--- config.mk ---
export PLATFORM = sky130hd
export DESIGN_NAME = fpmult_pipe_param
export DESIGN_NICKNAME = d
export VERILOG_FILES = /design/src/rtl/fpmult_pipe_param.sv
export SDC_FILE = /design/constraint.sdc
export NUM_CORES = 2
export LEC_CHECK = 0
export ABC_CLOCK_PERIOD_IN_PS = 3560
export CAP_MARGIN = 25
export CORE_ASPECT_RATIO = 1.75
export CORE_UTILIZATION = 50
export DETAILED_ROUTE_END_ITERATION = 12
export GPL_TIMING_DRIVEN = 0
export PLACE_DENSITY = 0.7
export SLEW_MARGIN = 40
export SYNTH_ARGS = -nofsm -noshare
export SYNTH_HDL_FRONTEND = slang
export SYNTH_SLANG_ARGS = --single-unit
--- constraint.sdc ---
create_clock -name clk -period 3.56 [get_ports clk]
set_clock_uncertainty 0.2 [all_clocks]
set_input_delay 0.89 -clock clk [delete_from_list [all_inputs] [get_ports clk]]
set_output_delay 0.89 -clock clk [all_outputs]
set_load 0.05 [all_outputs]
--- src/rtl/fpmult_pipe_param.sv ---
// fpmult_pipe_param: three-stage pipelined floating-point multiplier.
//   S1 unpacks, classifies and forms the exact significand product.
//   S2 normalises and rounds (truncate or round-to-nearest-even).
//   S3 resolves special operands, overflow and underflow, and holds the
//      packed result and exception flags.
// Handshake: a word moves across a boundary only on a cycle where valid and
// ready are both high at the rising edge. Each stage loads when it is empty
// or when its successor takes its content that cycle, so bubbles collapse.
// in_ready is combinational from out_ready through the valid chain. Once
// out_valid is high, out_m and out_flags stay constant until out_ready
// takes them.
module fpmult_pipe_param #(
  parameter int NE = 8,
  parameter int NM = 23
) (
  input  logic             clk,
  input  logic             nrst,
  input  logic             in_valid,
  output logic             in_ready,
  input  logic [NE+NM:0]   in_x,
  input  logic [NE+NM:0]   in_y,
  input  logic             rnd_mode,
  output logic             out_valid,
  input  logic             out_ready,
  output logic [NE+NM:0]   out_m,
  output logic [3:0]       out_flags
);

  localparam int N  = 1 + NE + NM;
  localparam int EW = NE + 2;
  localparam int PW = 2 * NM + 2;

  localparam logic signed [EW-1:0] BIAS  = EW'((1 << (NE - 1)) - 1);
  localparam logic signed [EW-1:0] EOVF  = EW'((1 << NE) - 1);
  localparam logic signed [EW-1:0] EZERO = '0;
  localparam logic signed [EW-1:0] EONE  = EW'(1);
  localparam logic [N-1:0] QNAN = {1'b0, {NE{1'b1}}, 1'b1, {(NM-1){1'b0}}};

  // Stage valid bits and load enables
  logic v1, v2;
  logic load1, load2, load3;

  assign load3    = ~out_valid | out_ready;
  assign load2    = ~v2 | load3;
  assign load1    = ~v1 | load2;
  assign in_ready = load1;

  // Operand fields and classification
  logic          xs, ys;
  logic [NE-1:0] xe, ye;
  logic [NM-1:0] xm, ym;
  logic          x_zero, y_zero, x_inf, y_inf, x_nan, y_nan;

  assign {xs, xe, xm} = in_x;
  assign {ys, ye, ym} = in_y;
  assign x_zero = (xe == '0);
  assign y_zero = (ye == '0);
  assign x_inf  = (&xe) & ~(|xm);
  assign y_inf  = (&ye) & ~(|ym);
  assign x_nan  = (&xe) & (|xm);
  assign y_nan  = (&ye) & (|ym);

  // Stage 1 registers
  logic                 s1, rnd1, nan1, zinf1, inf1, zero1;
  logic signed [EW-1:0] e1;
  logic [PW-1:0]        p1;

  // Stage 1: capture sign, biased exponent sum, exact product and class
  always_ff @(posedge clk or negedge nrst) begin
    if (!nrst) begin
      v1    <= 1'b0;
      s1    <= 1'b0;
      rnd1  <= 1'b0;
      nan1  <= 1'b0;
      zinf1 <= 1'b0;
      inf1  <= 1'b0;
      zero1 <= 1'b0;
      e1    <= '0;
      p1    <= '0;
    end else if (load1) begin
      v1 <= in_valid;
      if (in_valid) begin
        s1    <= xs ^ ys;
        rnd1  <= rnd_mode;
        nan1  <= x_nan | y_nan;
        zinf1 <= (x_zero & y_inf) | (x_inf & y_zero);
        inf1  <= x_inf | y_inf;
        zero1 <= x_zero | y_zero;
        e1    <= {2'b00, xe} + {2'b00, ye} - BIAS;
        p1    <= PW'({1'b1, xm}) * PW'({1'b1, ym});
      end
    end
  end

  // Normalise and round the stage-1 product
  logic [NM-1:0]        frac;
  logic                 guard, sticky, inc;
  logic [NM:0]          frac_sum;
  logic signed [EW-1:0] e_n;

  // Pick the significand window, derive guard/sticky, apply rounding carry
  always_comb begin
    frac   = '0;
    guard  = 1'b0;
    sticky = 1'b0;
    e_n    = e1;
    if (p1[PW-1]) begin
      frac   = p1[2*NM:NM+1];
      guard  = p1[NM];
      sticky = |p1[NM-1:0];
      e_n    = e1 + EONE;
    end else begin
      frac   = p1[2*NM-1:NM];
      guard  = p1[NM-1];
      sticky = |p1[NM-2:0];
    end
    inc      = rnd1 & guard & (sticky | frac[0]);
    frac_sum = {1'b0, frac} + {{NM{1'b0}}, inc};
    // Rounding up to 2.0 leaves the wrapped fraction at zero; bump exponent
    if (frac_sum[NM]) e_n = e_n + EONE;
  end

  // Stage 2 registers
  logic                 s2, rnd2, nan2, zinf2, inf2, zero2, inx2;
  logic signed [EW-1:0] e2;
  logic [NM-1:0]        man2;

  // Stage 2: hold the rounded significand, exponent and carried class bits
  always_ff @(posedge clk or negedge nrst) begin
    if (!nrst) begin
      v2    <= 1'b0;
      s2    <= 1'b0;
      rnd2  <= 1'b0;
      nan2  <= 1'b0;
      zinf2 <= 1'b0;
      inf2  <= 1'b0;
      zero2 <= 1'b0;
      inx2  <= 1'b0;
      e2    <= '0;
      man2  <= '0;
    end else if (load2) begin
      v2 <= v1;
      if (v1) begin
        s2    <= s1;
        rnd2  <= rnd1;
        nan2  <= nan1;
        zinf2 <= zinf1;
        inf2  <= inf1;
        zero2 <= zero1;
        inx2  <= guard | sticky;
        e2    <= e_n;
        man2  <= frac_sum[NM-1:0];
      end
    end
  end

  // Pack result, in decreasing priority of exceptional cases
  logic [N-1:0] res;
  logic [3:0]   flg;

  // Resolve specials, overflow and underflow before normal packing
  always_comb begin
    res = {s2, e2[NE-1:0], man2};
    flg = {3'b000, inx2};
    if (nan2) begin
      res = QNAN;
      flg = 4'b0000;
    end else if (zinf2) begin
      res = QNAN;
      flg = 4'b1000;
    end else if (inf2) begin
      res = {s2, {NE{1'b1}}, {NM{1'b0}}};
      flg = 4'b0000;
    end else if (zero2) begin
      res = {s2, {(N-1){1'b0}}};
      flg = 4'b0000;
    end else if (e2 >= EOVF) begin
      res = rnd2 ? {s2, {NE{1'b1}}, {NM{1'b0}}}
                 : {s2, {(NE-1){1'b1}}, 1'b0, {NM{1'b1}}};
      flg = 4'b0101;
    end else if (e2 <= EZERO) begin
      res = {s2, {(N-1){1'b0}}};
      flg = 4'b0011;
    end
  end

  // Stage 3: output register, held while the consumer stalls
  always_ff @(posedge clk or negedge nrst) begin
    if (!nrst) begin
      out_valid <= 1'b0;
      out_m     <= '0;
      out_flags <= '0;
    end else if (load3) begin
      out_valid <= v2;
      if (v2) begin
        out_m     <= res;
        out_flags <= flg;
      end
    end
  end

endmodule

After elaboration in Yosys (flattened, before gate mapping)
Cells that the tools add are included.
- order comparisons: 2
- $add $sub $neg: 5
- eq/ne operators: 0
- multiply operators: 1
- shifts and indexed selects: 0
- muxes and demuxes: 18
- reductions and logical operators: 11
- div/mod/pow operators: 0
- bitwise logic cells: 23
- operator list (kind ; count):
    2-to-1 mux 31 bit ; 4
    OR reduction 23 bit ; 3
    2-to-1 mux 32 bit ; 2
    multiplier 24 x 24 -> 48 bit ; 1
    adder 23 x 1 -> 24 bit ; 1
    2-to-1 mux 24 bit ; 1
    2-to-1 mux 23 bit ; 1
    OR reduction 22 bit ; 1
    adder 10 x 2 -> 10 bit (second input constant) ; 2
    2-to-1 mux 10 bit ; 2
    zero test 8 bit ; 2
    AND reduction 8 bit ; 2
    greater-or-equal comparator 10 x 9 -> 1 bit (second input constant) ; 1
    less-or-equal comparator 10 x 1 -> 1 bit (second input constant) ; 1
    subtractor 9 x 7 -> 10 bit (second input constant) ; 1
    adder 8 x 8 -> 9 bit ; 1
    2-to-1 mux 3 bit ; 3
    OR 1 bit ; 9
    bitwise AND 1 bit ; 8
    2-to-1 mux 4 bit ; 2
    AND reduction 2 bit ; 3
    inverter 1 bit ; 5
    2-to-1 mux 1 bit ; 2
    2-to-1 mux 2 bit ; 1
    bitwise XOR 1 bit ; 1
- logic and storage cells: 82
- latch bits: 0
- memory bits (read-only): 0
- input port bits: 69
- bits in registers: 143
- memory bits (writable): 0
- memories kept: 0

Logic depth before layout (Yosys ltp)
- depth in word-level cells: 7
- gate-level depth with buffers: 26
- gate-level depth less buffers: 24

Least setup slack after synthesis
No wires, ideal clock.
- path type: in2reg
- start point: in in_y[12]
- end point: reg p1[44]
- required time: 3265 ps
- arrival: 7024 ps
- buffers on the path: 3
- stages on the path: 25
- setup slack: -3759 ps
- cell sequence: clkbuf_1 clkbuf_1 nand2_1 fa_1 inv_1 fa_1 inv_1 fa_1 inv_1 fa_1 fa_1 fa_1 inv_1 fa_1 inv_1 ha_1 clkbuf_1 nand4_1 inv_1 nand4_1 nor4_1 nand3_1 a2111oi_0 nor3_1 o31ai_1
- cells in the longest elaborated chain, start to end: 1
- RTL lines (what ; line ; source):
    from (decl) ; 21 ; input logic [NE+NM:0] in_y,
    multiplier 24 x 24 -> 48 bit ; 90 ; p1 <= PW'({1'b1, xm}) * PW'({1'b1, ym});
    to (signal assigned) ; 90 ;
    to (decl) ; 66 ; logic [PW-1:0] p1;
No other way between the ends.
A chain may end at the register's enable or synchronous reset.

Worst setup path in the final report
- start point: in in_y[10]
- end point: reg p1[44]
The elaborated chain is that of the path after synthesis.

==> flow_summary.yaml <==
grt:
  pin_count_of_the_biggest_net_entering_global_routing: 79
  antenna_violations_before_repair: 1
  global_route_total_usage_across_every_layer_pct: 34.96
  grt.overflow.total: 0
  grt_pass1_vias: 23956
  grt_first_pass_wirelength_mm: 137.0
timing:
  worst-slew-pin-transition_ns: 0.7589
  period_needed_ns: 7.163
  clock.fmax_mhz: 139.6
  finalSetupViolCount: 43
  max_slew_margin_pct: 49.41
  finalWorstSetupSlack_ns: -3.603
  timing.hold.ws_ns: 0.2213
  grt_setup_unrepaired: "true"
  final-hold-violation-count: 0
  drv_slew: 0
  fin_crit_sh_pct: 201.2
floorplanning:
  effective_utilization_at_floorplan_pct: 50.88
  ios: 107
  die_height_um: 305.2
  die_area_um2: 53480
  num_rows: 110
  die_x_um: 175.2
  core_area_um2: 51610
yosys:
  share_of_yosys_cell_area_claimed_by_the_top_area_cell_type_pct: 36.82
  async_reset_ff_share_pct: 100.0
  ys_dominant_reg_cell: "sky130_fd_sc_hd__dfrtp_1"
  ys.warnings.count: 0
  yosysMostFrequentCell: "sky130_fd_sc_hd__inv_1"
  synth.distinct_cells: 66
  combined_area_of_all_synthesized_cells_um2: 26260
  synth.area.top_cells: "sky130_fd_sc_hd__fa_1 (37%), sky130_fd_sc_hd__dfrtp_1 (14%), sky130_fd_sc_hd__ha_1 (9.1%)"
  synthesis.nets: 3735
  netlist_top_cells_count: "sky130_fd_sc_hd__inv_1 (585), sky130_fd_sc_hd__fa_1 (483), sky130_fd_sc_hd__nand2_1 (462), sky130_fd_sc_hd__and2_1 (250), sky130_fd_sc_hd__ha_1 (192)"
  synthesis.area_per_instance_um2: 8.780
  synth_edf_count: 0
  synth_top_area_cell: "sky130_fd_sc_hd__fa_1"
  synthesis.instances: 2991
  synth_sequential_area_ratio_pct: 13.63
  count_of_state_elements_after_synthesis: 143
placed_design:
  globalplace.congestion: 1.028
  post-place-cells: 3769
  io_buffer_count: 105
  dp_worst_setup_slack_ns: -5.436
  dp_hpwl_mm: 73.82
routing:
  dr.first_iter.drc_count: 1390
  detail_route.vias_per_cell: 5.636
  routedWlPerCell_um: 23.30
  detailedRoute.firstPassIterationCount: 6
  num_vias: 22337
  detail_route.wirelength_mm: 92.35
  post_route_drc_violation_count: 0
  drt.antenna.violating_nets: 0
layout:
  num-nets-final: 4022
  n_fill_cell: 4229
  final_layout_size_suffix_gt1_share_pct: 21.76
  layoutNonFillerInstCount: 3963
  num_antenna_cells: 0
  area_growth_from_synthesis_to_layout_pct: 27.57
run_status:
  violated_checks: "setup timing"
  outcome: "finished with violations"
worst_setup_path:
  worst-path-buf-inv: 7
  path_cells: "buf_12, clkbuf_16, buf_4, buf_4, nand2_1, fa_2, fa_2, inv_1, fa_2, fa_2, fa_2, fa_1, fa_2, ha_1, buf_6, a21oi_2, o21ai_1, a21oi_1, o21ai_0, a21oi_2, a2111oi_4, buf_4, o21a_1, o31ai_2"
  timing.critical_path.mode_cell: "sky130_fd_sc_hd__fa_2"
  critical_path.max_fanout: 7
  timing_worst_setup_path_type: "input pin to flop"
  crit_path_end_kind: "flop"
  worst-endpoint-required_ns: 3.71
  critical_path.top_delay_family: "adder cells"
  critical-path-slowest-cell: "sky130_fd_sc_hd__fa_2"
  startpoint_type: "input pin"
  worst_ep_arrival_time_ns: 7.31
  critPathMaxStageDelay_ns: 0.62
clock_network:
  htreeDepth: 4
  worstSkewPairLatency_ns: 0.44
  worst_setup_hold_path_clk_slew_ns: 0.06
  clock_sink_count: 143
  cts_max_path_buffers: 2
  tritoncts: "yes"
  cts_root_buf: "sky130_fd_sc_hd__clkbuf_16"
  numCtsBuffers: 17
hold_path:
  min_path_type: "input pin to async pin"
job:
  max-cap-violations: 0
[cells by family after synthesis]
group           count (synthesis)  synth area share [%]
buf+inv                       742                 10.68
flops                         143                 13.63
mux                            32                 1.320
xor+xnor                       90                 3.002
compound gates                338                 7.556
fa+ha+maj                     675                 45.97
simple gates                  971                 17.85
[worst register-to-register path: stages, from the launching register on]
cell and delay (ns):
sky130_fd_sc_hd__dfrtp_1 0.38, sky130_fd_sc_hd__nor4_1 0.46, sky130_fd_sc_hd__nand4_1 0.24, sky130_fd_sc_hd__o311a_1 0.42
sky130_fd_sc_hd__ha_4 0.19, sky130_fd_sc_hd__ha_1 0.25, sky130_fd_sc_hd__nand2_2 0.16, sky130_fd_sc_hd__nor4_4 0.08
sky130_fd_sc_hd__and2_1 0.21, sky130_fd_sc_hd__nand3_1 0.11, sky130_fd_sc_hd__xor2_1 0.19, sky130_fd_sc_hd__mux2i_2 0.14
sky130_fd_sc_hd__mux2_2 0.30
[cells in the final DEF, fill, tap and decap left out, types with 29 or more instances in the layout]
cell / synthesis / final
sky130_fd_sc_hd__clkdlybuf4s50_1: 0 / 59
sky130_fd_sc_hd__inv_1: 585 / 515
sky130_fd_sc_hd__xor2_1: 35 / 34
sky130_fd_sc_hd__nor2_1: 98 / 75
sky130_fd_sc_hd__fa_2: 0 / 34
sky130_fd_sc_hd__nand2_1: 462 / 427
sky130_fd_sc_hd__ha_4: 0 / 29
sky130_fd_sc_hd__clkbuf_16: 0 / 56
sky130_fd_sc_hd__buf_8: 0 / 42
sky130_fd_sc_hd__dfrtp_1: 143 / 142
sky130_fd_sc_hd__nand4_1: 34 / 34
sky130_fd_sc_hd__o21ai_0: 132 / 85
sky130_fd_sc_hd__buf_6: 1 / 63
sky130_fd_sc_hd__xnor2_1: 55 / 46
sky130_fd_sc_hd__o21ai_1: 5 / 42
sky130_fd_sc_hd__a21oi_1: 96 / 63
sky130_fd_sc_hd__ha_1: 192 / 159
sky130_fd_sc_hd__and2_1: 250 / 203
sky130_fd_sc_hd__buf_4: 1 / 119
sky130_fd_sc_hd__fa_1: 483 / 449
sky130_fd_sc_hd__clkbuf_1: 140 / 40
sky130_fd_sc_hd__inv_2: 0 / 60
sky130_fd_sc_hd__and2_4: 0 / 47
[registers in the layout (all words and copies together), names as in the netlist, 4 cells and up]
signal and cells:
e2 10, man2 23, out_m 32, e1 10, out_flags 4, p1 48
[what timing repair did]
action / CTS / global route
pin swaps: 120 / 141
cloned: 1 / 1
setup endpoints to repair: 70 / 48
gates resized for setup: 640 / 240
hold buffers: 0 / 0
setup buffers: 110 / 63
endpoints found under the hold margin: 0 / 0
[per-layer routing]
| metal | up-vias | GRT usage, % | part of all wire (%) |
|---|---|---|---|
| met4 | 0 | 31.37 | 11 |
| met3 | 435 | 4.316 | 5.7 |
| met5 | - | 0 | 0 |
| li1 | 9749 | - | - |
| met1 | 11114 | 35.01 | 32 |
| met2 | 1039 | 62.76 | 51 |
[final timing paths]
kind,endpoint,slack (ns),startpoint,cells after the start
worst max-delay path,p1[44],-3.60,in_y[10],24
worst min-delay path,man2[16],0.22,nrst,1
worst max register to register,man2[22],0.12,p1[3],12
worst min register to register,out_m[31],0.27,out_m[31],2
max in group asynchronous,e1[4],2.20,nrst,2
min in group clk,out_m[31],0.27,out_m[31],2
[stage by stage]
stage	area, um^2	setup TNS, ns	utilization (%)
after CTS	32310	-119.74	62.60
after detailed placement	29300	-206.68	56.77
final	33500	-122.81	64.91
after floorplan	27370	-109.10	-
after global routing	33500	-128.72	64.91
after global placement	29260	-763.35	56.70
[area by class of cell]
class / count / area, um^2 / share of cell area [%]
sequential: 143 / 3580 / 10.68
clock inverter: 10 / 133.9 / 0.3996
timing repair buffer: 276 / 2888 / 8.620
clock buffer: 22 / 474.2 / 1.415
buffer: 145 / 1917 / 5.722
tap: 672 / 840.8 / 2.510
multi-input combinational: 2106 / 21370 / 63.80
inverter: 589 / 2295 / 6.849
Power is not shown: default switching activity piles up to over one toggle a cycle in this logic, so the estimate is an artifact.
